==> src/rtl/cpu_datapath_if.sv <==
// Control and bus signals between the 6502 control block and the combined datapath.
interface cpu_datapath_if;
    logic        RDY;
    logic [4:0]  ab_op;
    logic [2:0]  alu_sel;
    logic [2:0]  alu_op;
    logic [2:0]  alu_ld;
    logic        alu_ci;
    logic        tsx;
    logic [7:0]  DI;
    logic [7:0]  DO;
    logic [15:0] AB;
    logic        alu_co;
    logic        alu_n;
    logic        alu_z;
    logic        alu_v;

    modport master (
        output RDY, ab_op, alu_sel, alu_op, alu_ld, alu_ci, tsx, DI,
        input  DO, AB, alu_co, alu_n, alu_z, alu_v
    );

    modport slave (
        input  RDY, ab_op, alu_sel, alu_op, alu_ld, alu_ci, tsx, DI,
        output DO, AB, alu_co, alu_n, alu_z, alu_v
    );
endinterface

==> src/rtl/cpu_datapath.sv <==
// 6502 datapath: PC/address-bus slices, stack pointer low byte and the 8-bit ALU
// with A/X/Y/M/ADD registers, sequenced cycle by cycle by the external control block.
module cpu_datapath (
    input logic           clk,
    input logic           RST,
    cpu_datapath_if.slave bus
);
    typedef enum logic [4:0] {
        AB_HOLD = 5'd0,  AB_PC   = 5'd1,  AB_PCI  = 5'd2,  AB_ZP   = 5'd3,
        AB_ABS  = 5'd4,  AB_ABSX = 5'd5,  AB_ABSY = 5'd6,  AB_ZPX  = 5'd7,
        AB_STK  = 5'd8,  AB_PUSH = 5'd9,  AB_POP  = 5'd10, AB_JMP  = 5'd11,
        AB_BR   = 5'd12, AB_RSTV = 5'd13, AB_IRQV = 5'd14, AB_INC  = 5'd15,
        AB_LDPC = 5'd16
    } ab_op_e;

    typedef enum logic [2:0] {
        OP_ADD = 3'd0, OP_OR  = 3'd1, OP_AND = 3'd2, OP_EOR  = 3'd3,
        OP_SUB = 3'd4, OP_ROL = 3'd5, OP_ROR = 3'd6, OP_PASS = 3'd7
    } alu_op_e;

    ab_op_e      ab_op;
    alu_op_e     alu_op;

    logic [15:0] pc_q, pc_d, ab_q, ab_d;
    logic [7:0]  spl_q, spl_d, ahl_q;
    logic [7:0]  a_q, x_q, y_q, m_q, add_q;

    logic [7:0]  l, b, res;
    logic [8:0]  sum9;
    logic        co, v;
    logic [15:0] abs_addr;

    assign ab_op    = ab_op_e'(bus.ab_op);
    assign alu_op   = alu_op_e'(bus.alu_op);
    assign abs_addr = {bus.DI, ahl_q};

    // SB as a left operand always reads SPL: the tsx=0 path (result onto SB)
    // would otherwise feed the ALU output back into its own input.
    always_comb begin
        l = '0;
        case (bus.alu_sel)
            3'd0: l = a_q;
            3'd1: l = x_q;
            3'd2: l = y_q;
            3'd3: l = m_q;
            3'd4: l = spl_q;
            3'd5: l = add_q;
            3'd6: l = '0;
            3'd7: l = '1;
            default: l = '0;
        endcase
    end

    always_comb begin
        b    = (alu_op == OP_SUB) ? ~m_q : m_q;
        sum9 = {1'b0, l} + {1'b0, b} + {8'h00, bus.alu_ci};
        res  = sum9[7:0];
        co   = sum9[8];
        v    = (l[7] == b[7]) & (sum9[7] != l[7]);
        case (alu_op)
            OP_ADD, OP_SUB: ;
            OP_OR:   begin res = l | m_q; co = 1'b0; v = 1'b0; end
            OP_AND:  begin res = l & m_q; co = 1'b0; v = 1'b0; end
            OP_EOR:  begin res = l ^ m_q; co = 1'b0; v = 1'b0; end
            OP_ROL:  begin res = {l[6:0], bus.alu_ci}; co = l[7]; v = 1'b0; end
            OP_ROR:  begin res = {bus.alu_ci, l[7:1]}; co = l[0]; v = 1'b0; end
            default: begin res = l; co = bus.alu_ci; v = 1'b0; end
        endcase
    end

    always_comb begin
        pc_d  = pc_q;
        ab_d  = ab_q;
        spl_d = spl_q;
        case (ab_op)
            AB_PC:   ab_d = pc_q;
            AB_PCI:  begin pc_d = pc_q + 16'd1; ab_d = pc_q + 16'd1; end
            AB_ZP:   ab_d = {8'h00, bus.DI};
            AB_ABS:  ab_d = abs_addr;
            AB_ABSX: ab_d = abs_addr + {8'h00, x_q};
            AB_ABSY: ab_d = abs_addr + {8'h00, y_q};
            AB_ZPX:  ab_d = {8'h00, bus.DI + x_q};
            AB_STK:  ab_d = {8'h01, spl_q};
            AB_PUSH: begin ab_d = {8'h01, spl_q}; spl_d = spl_q - 8'd1; end
            AB_POP:  begin spl_d = spl_q + 8'd1; ab_d = {8'h01, spl_q + 8'd1}; end
            AB_JMP:  begin pc_d = abs_addr; ab_d = abs_addr; end
            AB_BR:   begin
                pc_d = pc_q + {{8{bus.DI[7]}}, bus.DI};
                ab_d = pc_q + {{8{bus.DI[7]}}, bus.DI};
            end
            AB_RSTV: ab_d = 16'hFFFC;
            AB_IRQV: ab_d = 16'hFFFE;
            AB_INC:  ab_d = ab_q + 16'd1;
            AB_LDPC: pc_d = ab_q;
            default: ;
        endcase
        if (bus.alu_ld == 3'd4 && !bus.tsx)
            spl_d = res;
    end

    always_ff @(posedge clk or negedge RST) begin
        if (!RST) begin
            pc_q  <= '0;
            ab_q  <= 16'hFFFC;
            spl_q <= '1;
            ahl_q <= '0;
            a_q   <= '0;
            x_q   <= '0;
            y_q   <= '0;
            m_q   <= '0;
            add_q <= '0;
        end else if (bus.RDY) begin
            pc_q  <= pc_d;
            ab_q  <= ab_d;
            spl_q <= spl_d;
            ahl_q <= bus.DI;
            m_q   <= bus.DI;
            add_q <= res;
            case (bus.alu_ld)
                3'd1: a_q <= res;
                3'd2: x_q <= res;
                3'd3: y_q <= res;
                default: ;
            endcase
        end
    end

    assign bus.DO     = add_q;
    assign bus.AB     = ab_q;
    assign bus.alu_co = co;
    assign bus.alu_n  = res[7];
    assign bus.alu_z  = (res == 8'h00);
    assign bus.alu_v  = v;
endmodule

==> src/flat_wrapper.sv <==
// flat-port wrapper written by rule: the top's interface ports become plain ports
module cpu_datapath_flat 
  (clk, RST, bus_RDY, bus_ab_op, bus_alu_sel, bus_alu_op, bus_alu_ld, bus_alu_ci, bus_tsx, bus_DI, bus_DO, bus_AB, bus_alu_co, bus_alu_n, bus_alu_z, bus_alu_v);
  cpu_datapath_if bus_i ();
  input logic clk;
  input logic RST;
  input wire logic [$bits(bus_i.RDY)-1:0] bus_RDY;
  input wire logic [$bits(bus_i.ab_op)-1:0] bus_ab_op;
  input wire logic [$bits(bus_i.alu_sel)-1:0] bus_alu_sel;
  input wire logic [$bits(bus_i.alu_op)-1:0] bus_alu_op;
  input wire logic [$bits(bus_i.alu_ld)-1:0] bus_alu_ld;
  input wire logic [$bits(bus_i.alu_ci)-1:0] bus_alu_ci;
  input wire logic [$bits(bus_i.tsx)-1:0] bus_tsx;
  input wire logic [$bits(bus_i.DI)-1:0] bus_DI;
  output wire logic [$bits(bus_i.DO)-1:0] bus_DO;
  output wire logic [$bits(bus_i.AB)-1:0] bus_AB;
  output wire logic [$bits(bus_i.alu_co)-1:0] bus_alu_co;
  output wire logic [$bits(bus_i.alu_n)-1:0] bus_alu_n;
  output wire logic [$bits(bus_i.alu_z)-1:0] bus_alu_z;
  output wire logic [$bits(bus_i.alu_v)-1:0] bus_alu_v;
  assign bus_i.RDY = bus_RDY;
  assign bus_i.ab_op = bus_ab_op;
  assign bus_i.alu_sel = bus_alu_sel;
  assign bus_i.alu_op = bus_alu_op;
  assign bus_i.alu_ld = bus_alu_ld;
  assign bus_i.alu_ci = bus_alu_ci;
  assign bus_i.tsx = bus_tsx;
  assign bus_i.DI = bus_DI;
  assign bus_DO = bus_i.DO;
  assign bus_AB = bus_i.AB;
  assign bus_alu_co = bus_i.alu_co;
  assign bus_alu_n = bus_i.alu_n;
  assign bus_alu_z = bus_i.alu_z;
  assign bus_alu_v = bus_i.alu_v;
  cpu_datapath u_core (.clk(clk), .RST(RST), .bus(bus_i));
endmodule
==> config.mk <==
export PLATFORM = sky130hd
export DESIGN_NAME = cpu_datapath_flat
export DESIGN_NICKNAME = d
export VERILOG_FILES = /design/src/rtl/cpu_datapath_if.sv /design/src/rtl/cpu_datapath.sv /design/src/flat_wrapper.sv
export SDC_FILE = /design/constraint.sdc
export NUM_CORES = 1
export LEC_CHECK = 0
export CAP_MARGIN = 5
export CORE_ASPECT_RATIO = 1.4
export CORE_MARGIN = 4
export CORE_UTILIZATION = 33
export DETAILED_ROUTE_END_ITERATION = 8
export DONT_BUFFER_PORTS = 1
export PLACE_DENSITY = 0.55
export SKIP_LAST_GASP = 1
export SYNTH_ARGS = -nofsm -noshare
export SYNTH_HDL_FRONTEND = slang
export SYNTH_SLANG_ARGS = --single-unit
==> constraint.sdc <==
create_clock -name clk -period 5.5 [get_ports clk]
set_input_delay 0.55 -clock clk [delete_from_list [all_inputs] [get_ports clk]]
set_output_delay 0.55 -clock clk [all_outputs]
set_load 0.005 [all_outputs]
# Yosys cells after proc, flatten, opt, wreduce, memory -nomap -nowiden
# Cells that the tools add are included.
dict set report word_totals {
  regBits 80
  output_inout_bits 28
  elab_cells 85
}
dict set report classes {
  add_sub_neg 10
  eq_ne 35
  mux 9
  bitwise_logic 5
  reduce_logical 18
}
# op count
set ops {}
lappend ops {{16-bit one-hot mux with 13 select lines} 1}
lappend ops {{16-bit one-hot mux with 4 select lines} 1}
lappend ops {{8-bit one-hot mux with 8 select lines} 1}
lappend ops {{8-bit one-hot mux with 6 select lines} 1}
lappend ops {{5-bit by 4-bit == test with 1-bit output (second input constant)} 8}
lappend ops {{16-bit by 1-bit adder with 16-bit output (second input constant)} 2}
lappend ops {{16-bit by 8-bit adder with 16-bit output} 2}
lappend ops {{3-bit == test (second input constant)} 8}
lappend ops {{5-bit by 3-bit == test with 1-bit output (second input constant)} 4}
lappend ops {{3-bit by 2-bit == test with 1-bit output (second input constant)} 6}
lappend ops {{16-bit adder} 1}
lappend ops {{8-bit 2-to-1 mux} 2}
lappend ops {{8-bit one-hot mux with 2 select lines} 1}
lappend ops {{13-bit nonzero test} 1}
lappend ops {{2-bit AND reduction} 6}
lappend ops {{5-bit by 2-bit == test with 1-bit output (second input constant)} 2}
lappend ops {{8-bit by 8-bit adder with 9-bit output} 1}
lappend ops {{9-bit by 1-bit adder with 9-bit output} 1}
lappend ops {{3-bit by 1-bit == test with 1-bit output (second input constant)} 3}
lappend ops {{8-bit by 1-bit adder with 8-bit output (second input constant)} 1}
lappend ops {{8-bit adder} 1}
lappend ops {{8-bit AND} 1}
lappend ops {{8-bit logical NOT} 1}
lappend ops {{8-bit NOT} 1}
lappend ops {{17 further kinds} 20}

# Longest topological paths before layout
# Gate-level depths: netlist of run 1.
dict set report depth {
  ltp_word 7
  depth_mapped 16
}

# Worst setup path after synthesis of run 1
# OpenSTA, ideal clock, no wires.
dict set report synth_timing {
  kind {input port to output port}
  from {in bus_alu_op[2]}
  to {out bus_alu_z}
  arrival_ps 3815
  t_required_ps 4950
  setup_slack_ps 1135
  cell_stages 16
  path_cell_list {clkbuf_1 > clkbuf_1 > and2_1 > clkbuf_1 > xnor2_1 > fa_1 > inv_1 > fa_1 > nand2b_1 > a21oi_1 > xnor2_1 > o22ai_1 > o31a_1 > nand4b_1 > nor3b_2 > and3_1}
}
dict set report synth_between {
  elab_chain_cells 6
}
# element line_no
set synth_lines {}
lappend synth_lines {{start: declaration} flat_wrapper.sv:10} ;# input wire logic [$bits(bus_i.alu_op)-1:0] bus_alu_op;
lappend synth_lines {{3-bit == test} {cpu_datapath.sv:55, cpu_datapath.sv:60}}
lappend synth_lines {{8-bit 2-to-1 mux} cpu_datapath.sv:55} ;# b = (alu_op == OP_SUB) ? ~m_q : m_q;
lappend synth_lines {{8-bit by 8-bit adder with 9-bit output} cpu_datapath.sv:56} ;# sum9 = {1'b0, l} + {1'b0, b} + {8'h00, bus.alu_ci};
lappend synth_lines {{9-bit by 1-bit adder with 9-bit output} cpu_datapath.sv:56}
lappend synth_lines {{8-bit one-hot mux with 6 select lines *} cpu_datapath.sv:60} ;# case (alu_op)
lappend synth_lines {{8-bit logical NOT *} cpu_datapath.sv:132} ;# assign bus.alu_z = (res == 8'h00);
lappend synth_lines {{end: declaration} flat_wrapper.sv:19} ;# output wire logic [$bits(bus_i.alu_z)-1:0] bus_alu_z;
# Mark *: on every way between the ends. The rest lies on a longest branch, timed or not.

# Worst setup path in the final report of run 1
dict set report layout_timing {
  from {reg u_core.spl_q[0]}
  to {out bus_alu_z}
}
dict set report layout_between {
  elab_chain_cells 5
}
# element line_no
set layout_lines {}
lappend layout_lines {{start: declaration} cpu_datapath.sv:25} ;# logic [7:0] spl_q, spl_d, ahl_q;
lappend layout_lines {{start signal: assignment} cpu_datapath.sv:115} ;# spl_q <= spl_d;
lappend layout_lines {{8-bit one-hot mux with 8 select lines *} cpu_datapath.sv:41} ;# case (bus.alu_sel)
lappend layout_lines {{8-bit by 8-bit adder with 9-bit output} cpu_datapath.sv:56}
lappend layout_lines {{9-bit by 1-bit adder with 9-bit output} cpu_datapath.sv:56}
lappend layout_lines {{8-bit one-hot mux with 6 select lines *} cpu_datapath.sv:60}
lappend layout_lines {{8-bit logical NOT *} cpu_datapath.sv:132}
# Marked as above.

==> results of run 1 <==
routing by layer:
| layer | track usage, % | vias to the layer above | wire [um] |
|---|---|---|---|
| met1 | 25.5 | 3895 | 11900 |
| met5 | 0 | - | 0 |
| li1 | - | 3782 | - |
| met4 | 13.0 | 0 | 1910 |
| met2 | 38.1 | 373 | 15400 |
| met3 | 3.80 | 106 | 1980 |
cell usage in the layout, fill, tap and decap left out, types with 23 or more instances in the layout:
cell type and count:
nor2_1 75, xor2_1 29, nand2_1 120, a21oi_1 69, o21ai_0 78, o22ai_1 23, inv_1 38, xnor2_1 48
ha_1 57, dfrtp_1 58
sequential cells by signal, summed over array words and instances (netlist names):
signal,cells
u_core.bus.AB,16
u_core.x_q,8
u_core.bus.DO,8
u_core.y_q,8
u_core.pc_q,16
u_core.a_q,8
u_core.ahl_q,8
u_core.spl_q,8
cell type report:
class / instances / area (um2) / area share, %
multi-input cells: 863 / 5890 / 66.1
clock inverters: 3 / 90.1 / 1.01
clock buffers: 13 / 260 / 2.92
well taps: 315 / 394 / 4.42
repair buffers: 11 / 103 / 1.15
flip-flops and latches: 80 / 2030 / 22.8
inverters: 39 / 146 / 1.64
stage by stage:
stage          instance area (um2)  setup slack [ns]
2_1_floorplan                 8360              1.13
3_3_place_gp                  8530              1.22
3_5_place_dp                  8530              1.20
4_1_cts                       8910             0.942
5_1_grt                       8910             0.739
6_report                      8910             0.984
power groups by stage:
stage          Sequential [W]  Clock, W  Combinational [W]
2_1_floorplan        0.000906         0            0.00101
3_3_place_gp          0.00108         0            0.00120
3_5_place_dp          0.00108         0            0.00121
4_1_cts               0.00107  0.000730            0.00123
5_1_grt               0.00109  0.000753            0.00137
6_report              0.00108  0.000728            0.00123
cells by family after synthesis:
kind of cell | count (synthesis) | synth area share (%)
compound gates | 361 | 28.9
simple gates | 341 | 20.3
buf+inv | 109 | 5.42
flops | 80 | 24.3
xor+xnor | 77 | 8.07
fa+ha+maj | 62 | 9.73
mux | 22 | 3.22
worst max-delay path, delay by kind of cell (launching register included):
| kind | cells | cell delay [ns] |
|---|---|---|
| AOI/OAI and AO/OA | 5 | 1.23 |
| buffers and inverters | 1 | 0.06 |
| DFF | 1 | 0.61 |
| xor gates and xnor gates | 1 | 0.16 |
| adders and majority gates | 2 | 0.68 |
| and+or+nand+nor | 4 | 0.75 |
| muxes | 1 | 0.11 |
how the worst max path moves through the flow:
stage / slack [ns] / cells after the start / from / end
2_1_floorplan: 1.13 / 16 / bus_alu_op[2] / bus_alu_z
3_3_place_gp: 1.22 / 14 / bus_alu_op[0] / bus_alu_z
3_5_place_dp: 1.20 / 14 / bus_alu_op[0] / bus_alu_z
4_1_cts: 0.94 / 14 / u_core.spl_q[0] / bus_alu_z
5_1_grt: 0.74 / 14 / u_core.spl_q[0] / bus_alu_z
6_report: 0.98 / 14 / u_core.spl_q[0] / bus_alu_z
==> results.toml, run 1 <==
[cts]
cts_tree = "built"
root_buffer = "clkbuf_16"
holdBufCountCts = 1
cts_resized = 0
clk_pin_slew_worst_paths_ns = 0.06
clk_latency_ns = 0.37
cts_buffer_depth = 2
clkSinkCount = 80
numCtsBuffers = 9
cts_setup_buffers = 0
h-tree-depth = 3

[finish]
synthToLayoutAreaGrowth_pct = 6.62
utilization_pct = 35.9
drive_above_1_share_pct = 9.12
fillers = 2638
layoutNonFillerInstCount = 1324
nets = 1093
antenna_cells = 0

[synthesis]
yosysUniqueCellTypes = 90
synth_area_mm2 = 0.00836
ys.flop_type = "dfrtp_1"
synth_warnings = 0
synth.most_common_cell = "nand2_1"
synth_edf_count = 0
synth-seq-area-share_pct = 24.3
netlist_instances = 1052
synth.cells.most_frequent = "nand2_1 (120), o21ai_0 (78), nor2_1 (75)"
ys_ff_latch = 80
postSynthAreaPerCell_um2 = 7.94
synthArstFlopShare_pct = 100
yosys.area.top_type = "dfrtp_1"
synth_top_area_share_pct = 17.4
synth_top_cells_by_area = "dfrtp_1 (17%), ha_1 (8.5%), dfstp_2 (6.9%)"
synthesis.nets = 1141

[timing]
worst_hold_slack_ns = 0.0335
hold_viol_final = 0
worst_pin_slew_ns = 1.25
slew_headroom_pct = 14.4
fmax_mhz = 221
period_needed_ns = 4.52
slew_viol_final = 0
finalSetupTns_ns = 0
setup_viol = 0
finalCritPeriodShare_pct = 82.1
grt_setup_unrepaired = "false"
clock_skew_ns = 0.0105

[setup_path]
crit_path_end_kind = "primary output"
critPathMaxStageDelay_ns = 0.61
cp_max_fo = 9
cp_cell_sequence = "mux2i_1 > o21a_1 > o21ai_2 > fa_1 > inv_1 > fa_1 > nand2b_1 > a21oi_1 > xnor2_1 > o22ai_1 > o31a_1 > nand4b_1 > nor3b_2 > and3_1"
rrSetupSlack_ns = 1.97
r2r_start = "u_core.ahl_q[1]"
critPathMostFrequentCell = "fa_1"
worstRegToRegCells = 14
critPathSlowestCell = "dfstp_2"
cp-start-kind = "register"
reg2reg_to = "u_core.spl_q[7]"
crit_type = "reg2out"
worstPathRequired_ns = 4.95
crit_arrival_ns = 3.97

[power_and_ir_drop]
peakVddDrop_v = 0.000190
leakagePower_nw = 3.58
power.density_mw_per_mm2 = 341
power.internal_w = 0.00179
power.share.sequential_pct = 35.5
p_sw_share_pct = 41.0
clkPwrFrac_pct = 24.0
combPwrFrac_pct = 40.6
switchingPower_w = 0.00124
power.total_w = 0.00304

[die]
rows = 68
die_w_um = 142
die_y_um = 196
io_pins = 55
die-area_mm2 = 0.0280
core-area_mm2 = 0.0248
start_util_pct = 33.6

[placed_design]
numPortBuffers = 0
dp_cells = 1307
gp_congestion = 0.904
dp_hpwl_um = 23200

[outcome]
status = "finished, final reports clean"

[grt]
grt_pass1_vias = 7979
grt_usage_pct = 22.2
grt_pass1_wl_um = 47700
antenna_found_initial = 0
grt_overflow = 0
grt_max_degree = 59

[routing]
post_drt_wl_per_cell_um = 23.5
ant_nets = 0
post-route-drc-count = 0
routed_wl_um = 31200
viasPerCell = 6.16
first_iter_violations = 661
vias = 8156
firstDrtPassIters = 5

[job]
maxCapViolCount = 0

[min_path]
min_path_type = "in2async"
Note: power is estimated with default switching activity, not from simulation.
==> run 2, diff against run 1 <==
--- a/config.mk
+++ b/config.mk
@@ -11,7 +11,7 @@
 export CORE_UTILIZATION = 33
 export DETAILED_ROUTE_END_ITERATION = 8
 export DONT_BUFFER_PORTS = 1
-export PLACE_DENSITY = 0.55
+export PLACE_DENSITY = 0.56
 export SKIP_LAST_GASP = 1
 export SYNTH_ARGS = -nofsm -noshare
 export SYNTH_HDL_FRONTEND = slang
==> constraint.sdc (replaced) <==
create_clock -name clk -period 4.12 [get_ports clk]
set_input_delay 0.412 -clock clk [delete_from_list [all_inputs] [get_ports clk]]
set_output_delay 0.412 -clock clk [all_outputs]
set_load 0.005 [all_outputs]
==> run 2 against run 1 <==
Compared with the run above: hold slack improved by 0.15 ns; sequential power rose by 32%; wire length rose by 0.85%; combinational power rose by 41%; setup slack got worse by 0.83 ns; die area did not move; largest power group unchanged.
==> results.toml, run 2 (synthesis gave the netlist of run 1 again) <==
[outcome]
status = "finished, final reports clean"

[finish]
antenna_cells = 0
stdcell_area_mm2 = 0.00907
synthToLayoutAreaGrowth_pct = 8.50
drive_above_1_share_pct = 12.2
layout_commonest_cell = "nand2_1"
layout_common_cells = "nand2_1 (119), o21ai_0 (78), nor2_1 (75)"
fillers = 2661
nets = 1116

[routing]
vias = 8168
first_iter_violations = 633
routed_wl_um = 31400
post-route-drc-count = 0
post_drt_wl_per_cell_um = 23.3
firstDrtPassIters = 5
ant_nets = 0
viasPerCell = 6.06

[setup_path]
cp_cell_sequence = "mux2i_1 > o21a_1 > o21ai_2 > fa_2 > inv_1 > fa_2 > nor2_1 > a21o_1 > a311o_2 > o21a_1 > nor3b_2 > and3_4"
crit_path_end_kind = "primary output"
path_buf_inv = 1
cp_max_fo = 6
rrSetupSlack_ns = 0.78
worstRegToRegCells = 14
path_delay_family = "compound AO/OA/AOI/OAI gates"
r2r_start = "u_core.bus.DO[0]"
critPathSlowestCell = "dfstp_2"
crit_type = "reg2out"
critPathMaxStageDelay_ns = 0.58
worstPathRequired_ns = 3.71
cp-start-kind = "register"
crit_arrival_ns = 3.55
reg2reg_to = "u_core.spl_q[7]"

[cts]
root_buffer = "clkbuf_16"
clkSinkCount = 80
cts_tree = "built"
clk_latency_ns = 0.36
clk_pin_slew_worst_paths_ns = 0.07
h-tree-depth = 3
numCtsBuffers = 9
cts_buffer_depth = 2

[job]
maxCapViolCount = 0

[min_path]
min_path_type = "in2reg"
hold_start = "bus_RDY"
worstHoldPathCells = 1
hold-path-endpoint = "u_core.pc_q[2]"

[timing]
setup_viol = 0
clock_skew_ns = 0.0149
period_needed_ns = 3.96
worst_pin_slew_ns = 1.10
fmax_mhz = 252
slew_headroom_pct = 26.3
finalCritPeriodShare_pct = 96.2
hold_viol_final = 0
grt_setup_unrepaired = "true"
slew_viol_final = 0

[power_and_ir_drop]
power.total_w = 0.00399
power.density_mw_per_mm2 = 440
leakagePower_nw = 3.68
peakVddDrop_v = 0.000257

[placed_design]
postPlaceCellArea_mm2 = 0.00865
numPortBuffers = 0
dp_hpwl_um = 23700
gp_congestion = 0.913

[die]
core-area_mm2 = 0.0248
die-area_mm2 = 0.0280
die_w_um = 142
start_util_pct = 33.6
io_pins = 55
rows = 68
die_y_um = 196

[grt]
grt_usage_pct = 22.5
grt_max_degree = 81
antenna_found_initial = 0
grt_pass1_vias = 8141
grt_overflow = 0
grt_pass1_wl_um = 48700
-- run 2: worst max-delay path by stage --
| stage | start | endpoint | slack [ns] | cells after the start |
|---|---|---|---|---|
| finish | u_core.spl_q[0] | bus_alu_z | 0.16 | 12 |
| global route | u_core.bus.DO[0] | bus_alu_n | -0.003 | 14 |
| CTS | u_core.spl_q[0] | bus_alu_z | 0.007 | 14 |
| detailed placement | bus_alu_sel[0] | bus_alu_n | 0.32 | 14 |
| global placement | u_core.spl_q[0] | bus_alu_z | 0.36 | 14 |
| floorplan | bus_alu_op[2] | bus_alu_z | 0.03 | 16 |
-- run 2: metrics by stage --
stage | setup WS [ns] | util, % | setup TNS [ns] | hold slack [ns] | instances
after CTS | 0.00681 | 36.2 | 0 | 0.142 | 1341
final | 0.157 | 36.5 | 0 | 0.179 | 1347
after global routing | -0.00294 | 36.5 | -0.00294 | 0.162 | 1347
after global placement | 0.359 | 34.8 | 0 | 0.121 | 1323
after detailed placement | 0.320 | 34.8 | 0 | 0.121 | 1323
after floorplan | 0.0306 | - | 0 | 0.116 | 1052
-- run 2: per-layer routing --
metal / wire (um) / global-route usage [%] / share of wire [%] / vias to the layer above
met4: 1560 / 10.2 / 5.0 / 0
li1: - / - / - / 3818
met2: 15900 / 39.3 / 51 / 295
met1: 12100 / 26.4 / 38 / 3968
met5: 0 / 0 / 0 / -
met3: 1920 / 4.34 / 6.1 / 87
-- run 2: power by group --
group / leakage, nW / total, W / switching (W) / internal (W)
registers: 0.930 / 0.00143 / 0.000404 / 0.00103
clock network: 0.145 / 0.000826 / 0.000391 / 0.000436
logic: 2.60 / 0.00173 / 0.000936 / 0.000797
total: 3.68 / 0.00399 / 0.00173 / 0.00226
-- run 2: what timing repair did --
action,in CTS,in global routing
gates cloned,0,0
buffers inserted,0,6
pin swaps,0,7
resized for setup,2,10
hold buffers,2,0
hold endpoints to repair,80,0
setup endpoints to repair,1,2
-- run 2: cell type report --
type / count / area [um2] / area share (%)
well taps: 315 / 394 / 4.35
multi-input cells: 863 / 5930 / 65.4
flip-flops and latches: 80 / 2030 / 22.4
clock buffers: 10 / 239 / 2.64
inverters: 39 / 146 / 1.61
clock inverters: 6 / 51.3 / 0.566
repair buffers: 34 / 278 / 3.06
-- run 2: worst register-to-register path: stages (launching register included) --
cell and delay, ns:
dfrtp_2 0.44, mux2_4 0.27, o221ai_2 0.16, o21ai_2 0.11, fa_2 0.40, buf_4 0.14
a211oi_1 0.26, o21bai_1 0.16, a21o_1 0.20, a21o_1 0.18, a21oi_2 0.19, nand3_1 0.10
a32o_1 0.29, buf_4 0.17, o221ai_1 0.18
==> patch 1 (config.mk and constraints of run 2) <==
Remove the case item `AB_ABSX` of the case on `ab_op`.
--- a/src/rtl/cpu_datapath.sv
+++ b/src/rtl/cpu_datapath.sv
@@ -78,5 +78,4 @@
             AB_ZP:   ab_d = {8'h00, bus.DI};
             AB_ABS:  ab_d = abs_addr;
-            AB_ABSX: ab_d = abs_addr + {8'h00, x_q};
             AB_ABSY: ab_d = abs_addr + {8'h00, y_q};
             AB_ZPX:  ab_d = {8'h00, bus.DI + x_q};
Behaviour: not the same (a bounded check fails within 4 cycles, from zero or initial values and one cycle with RST low).
==> patch 1 against run 2 <==
Area after synthesis shrank 0.40%. Setup slack worse by 0.064 ns. Non-clock buffer count grew 4. Wire length rose by 1.5%. Die area decreased by 0.38%. Combinational power is 8% higher. Count of clock-buffer cells in the layout is 2 higher. Via count up 2.2%. Largest cell class unchanged. Power increased by 3.5%. Core utilization increased by 0.27 points. Sequential cell count unchanged. Final area increased by 0.40%.
==> patch 1: results (changes against run 2) <==
| Metric | Value |
|---|---|
| Syn avg cell area | 7.934 um^2 (-0.12%) |
| Top post-synthesis cells by count | 104 x nand2_1, 89 x o21ai_0, 80 x nor2_1 |
| CLK BUF | 12 (+2) |
| Capturing point of the worst reg2reg path | u_core.spl_q[1] |
| Post-Layout Cell Count | 1351 (+0.30%) |
| Vias in the first global route | 8293 (+1.9%) |
| R2R Setup Slk | 0.84 ns (+0.06 ns) |
| Global-route wire length before repair | 49250 um (+1.0%) |
| Status | completed |
| FFs & Latches | 80 (unchanged) |
| Leak pwr | 3.602 nW (-2.0%) |
| Comb_multi_in | 861 (-0.23%) |
| Non-CTS buffers | 38 (+12%) |
| Overall routing resource usage | 0.2280 (+0.002694) |
| Reg-to-Reg Start | u_core.spl_q[0] |
| Share of layout cells above drive strength 1 | 0.1150 (-0.007117) |
| Crit Path Max Fanout | 3 (-3) |
| Compound-cell area share of the yosys netlist | 0.3017 (+0.01245) |
| Placed Instance Area | 8656 um^2 (about the same) |
| XOR/XNOR Fraction of Synth Area | 0.07471 (-0.005986) |
| Post-Synth Adder-Cell Area | 0.09771 (+0.0003950) |
| Data buffer area share | 0.03381 (+0.003176) |
| Fill count | 2556 (-3.9%) |
| Post-Place Worst Slack | 0.07760 ns (-0.2422 ns) |
| Crit path largest cell delay | 0.54 ns (-0.04 ns) |
==> patch 1: what timing repair did <==
item                       CTS  global route
setup endpoints to repair    1             1
hold buffers                 2             0
buffers inserted             1             5
hold endpoints to repair    80             0
gates resized for setup      5            13
pin swaps                    1             7
==> patch 1: metrics by stage <==
step,utilization,hold WS [ns]
after global placement,0.3496,0.1242
after CTS,0.3639,0.1427
after detailed placement,0.3496,0.1239
after global routing,0.3676,0.1473
final,0.3677,0.1515
after floorplan,-,0.1164
==> patch 1: how the worst max path moves through the flow <==
stage,endpoint,slack (ns)
3_3_place_gp,bus_alu_z,0.13
4_1_cts,bus_alu_z,0.002
2_1_floorplan,bus_alu_z,0.20
6_report,bus_alu_z,0.09
5_1_grt,bus_alu_z,-0.05
3_5_place_dp,bus_alu_z,0.08
==> patch 1: per-layer routing <==
metal	vias up	wire, um	share of wire	track usage
li1	3876	-	-	-
met1	4011	12200	0.38	0.2666
met2	345	15690	0.49	0.3874
met3	113	1944	0.061	0.03950
met4	0	2067	0.065	0.1326
met5	-	0	0	0
==> patch 1: worst register-to-register path, delay by kind of cell, from the launching register on <==
kind	cells	cell delay (ns)
buf+inv	3	0.41
flops	1	0.54
simple gates	2	0.20
compound gates	5	0.90
mux	2	0.26
fa+ha+maj	2	0.90
==> patch 1: power groups by stage <==
stage | registers, mW | clock network, mW | logic, mW
after global placement | 1.47 | 0 | 1.71
after CTS | 1.45 | 0.840 | 1.79
final | 1.45 | 0.831 | 1.86
after detailed placement | 1.47 | 0 | 1.73
after global routing | 1.47 | 0.874 | 2.07
after floorplan | 1.24 | 0 | 1.39
==> patch 2 (config.mk and constraints of run 2) <==
Made on the original files. Make the reset (`RST`) synchronous in one clocked block.
--- a/src/rtl/cpu_datapath.sv
+++ b/src/rtl/cpu_datapath.sv
@@ -99,5 +99,5 @@
     end
 
-    always_ff @(posedge clk or negedge RST) begin
+    always_ff @(posedge clk) begin
         if (!RST) begin
             pc_q  <= '0;
Function: changed (a bounded check fails within 4 cycles, from zero or initial values and one cycle with RST low; the reset may be asserted at any time).
==> patch 2 against run 2 <==
Count of clock-buffer cells in the layout is 1 lower. Wire length fell by 4.5%. Final area down 0.50%. Area after synthesis rose by 0.90%. Setup slack gained 0.024 ns. Sequential cell count unchanged.
Power is not compared: it rests on default switching activity, and its combinational part moved more than twofold at a synthesized area within 25%.
==> patch 2: results (changes against run 2) <==
| Metric | Value |
|---|---|
| R2R Setup Slk | 0.72 ns (-0.06 ns) |
| Multi-input gate area | 6334 um^2 (+6.8%) |
| Register area | 1602 um^2 (-21%) |
| Detailed placement HPWL | 22930 um (-3.2%) |
| Total number of vias | 8473 (+3.7%) |
| Synth area leaders | dfxtp_1 19%, ha_1 8.5%, xnor2_1 5.5%, nor2_1 5.3%, nand2_1 3.9% |
| Critical path's top delay family | simple AND/OR/NAND/NOR gates |
| Status | completed |
| Post-Layout Cell Count | 1390 (+3.2%) |
| Primary FF master, synth | dfxtp_1 |
| Clk tree area frac | 0.03287 (+0.0008533) |
| Invs w/o clock | 44 (+13%) |
| Placed Instance Area | 8703 um^2 (+0.59%) |
| Share of layout cells above drive strength 1 | 0.08870 (-0.03339) |
| Cell count after synthesis | 1105 (+5.0%) |
| Data buffer area share | 0.02496 (-0.005671) |
| Netlist cell types | 94 (+4.4%) |
| Placer congestion estimate | 0.8708 (-4.6%) |
| Worst Path Arrival | 3.53 ns (-0.02 ns) |
| Drt first-iter violations | 660 (+4.3%) |
| Top post-synthesis cells by count | 120 x nor2_1, 87 x nand2_1, 80 x dfxtp_1 |
| Global-route wire length before repair | 46970 um (-3.7%) |
| Core area | 25300 um^2 (+1.8%) |
| Largest net degree at the start of global routing | 45 (-44%) |
| CTS resizes | 0 (-2) |
| Register area share after synthesis | 0.1899 (-0.05291) |
| Skew final | 0.01483 ns (-0.00004800 ns) |
| Non-CTS buffers | 30 (-12%) |
| WL final | 30010 um (-4.5%) |
| FFs w/ async S/R, synth | 0 (-1.000) |
| Vias in the first global route | 8152 (+0.14%) |
| Register-to-Register Path Depth | 10 (-4) |
| Drt first pass iters | 6 (+1) |
patch 2: cell count changes in the layout (fill, tap and decap cells not counted), sizes merged, moves of 8 or more:
cell,run 2,this run
a211oi,14,39
a21oi,69,61
dfrtp,58,0
dfstp,22,0
dfxtp,0,80
mux2i,8,25
nand2,120,87
nand3,23,35
nor2,75,122
o21ai,99,68
xor2,29,17
patch 2: where the power goes:
part           leakage, nW  total [mW]  switching, mW  internal [mW]
clock                0.138       0.837          0.367          0.470
sequential           0.654       0.889         0.0738          0.815
combinational         2.69       0.694          0.395          0.298
total                 3.48        2.42          0.836           1.58
patch 2: final timing paths:
| kind | startpoint | end |
|---|---|---|
| setup / recovery | u_core.x_q[7] | bus_alu_z |
| hold / removal | RST | u_core.bus.AB[13] |
| setup reg to reg | u_core.pc_q[0] | u_core.bus.AB[10] |
| hold reg to reg | u_core.a_q[0] | u_core.a_q[0] |
patch 2: per-stage QoR:
stage                     utilization  hold WS [ns]  worst slack, ns
after floorplan                     -        0.4532           0.1173
after global placement         0.3441        0.4822           0.3718
after detailed placement       0.3441        0.4883           0.3486
after CTS                      0.3558        0.1247          0.05895
after global routing           0.3567        0.1300          0.01325
final                          0.3567        0.1334           0.1805
patch 2: routing by layer:
layer,GRT usage,part of all wire,vias up
li1,-,-,4052
met1,0.2486,0.40,4080
met2,0.3767,0.51,272
met3,0.03827,0.052,69
met4,0.08665,0.037,0
met5,0,0,-
patch 2: cells by family after synthesis:
| family | count (synthesis) | synth area share |
|---|---|---|
| compound gates | 362 | 0.3063 |
| flops | 80 | 0.1899 |
| fa+ha+maj | 62 | 0.09645 |
| xor+xnor | 70 | 0.07271 |
| simple gates | 368 | 0.2168 |
| buf+inv | 124 | 0.06262 |
| mux | 39 | 0.05520 |
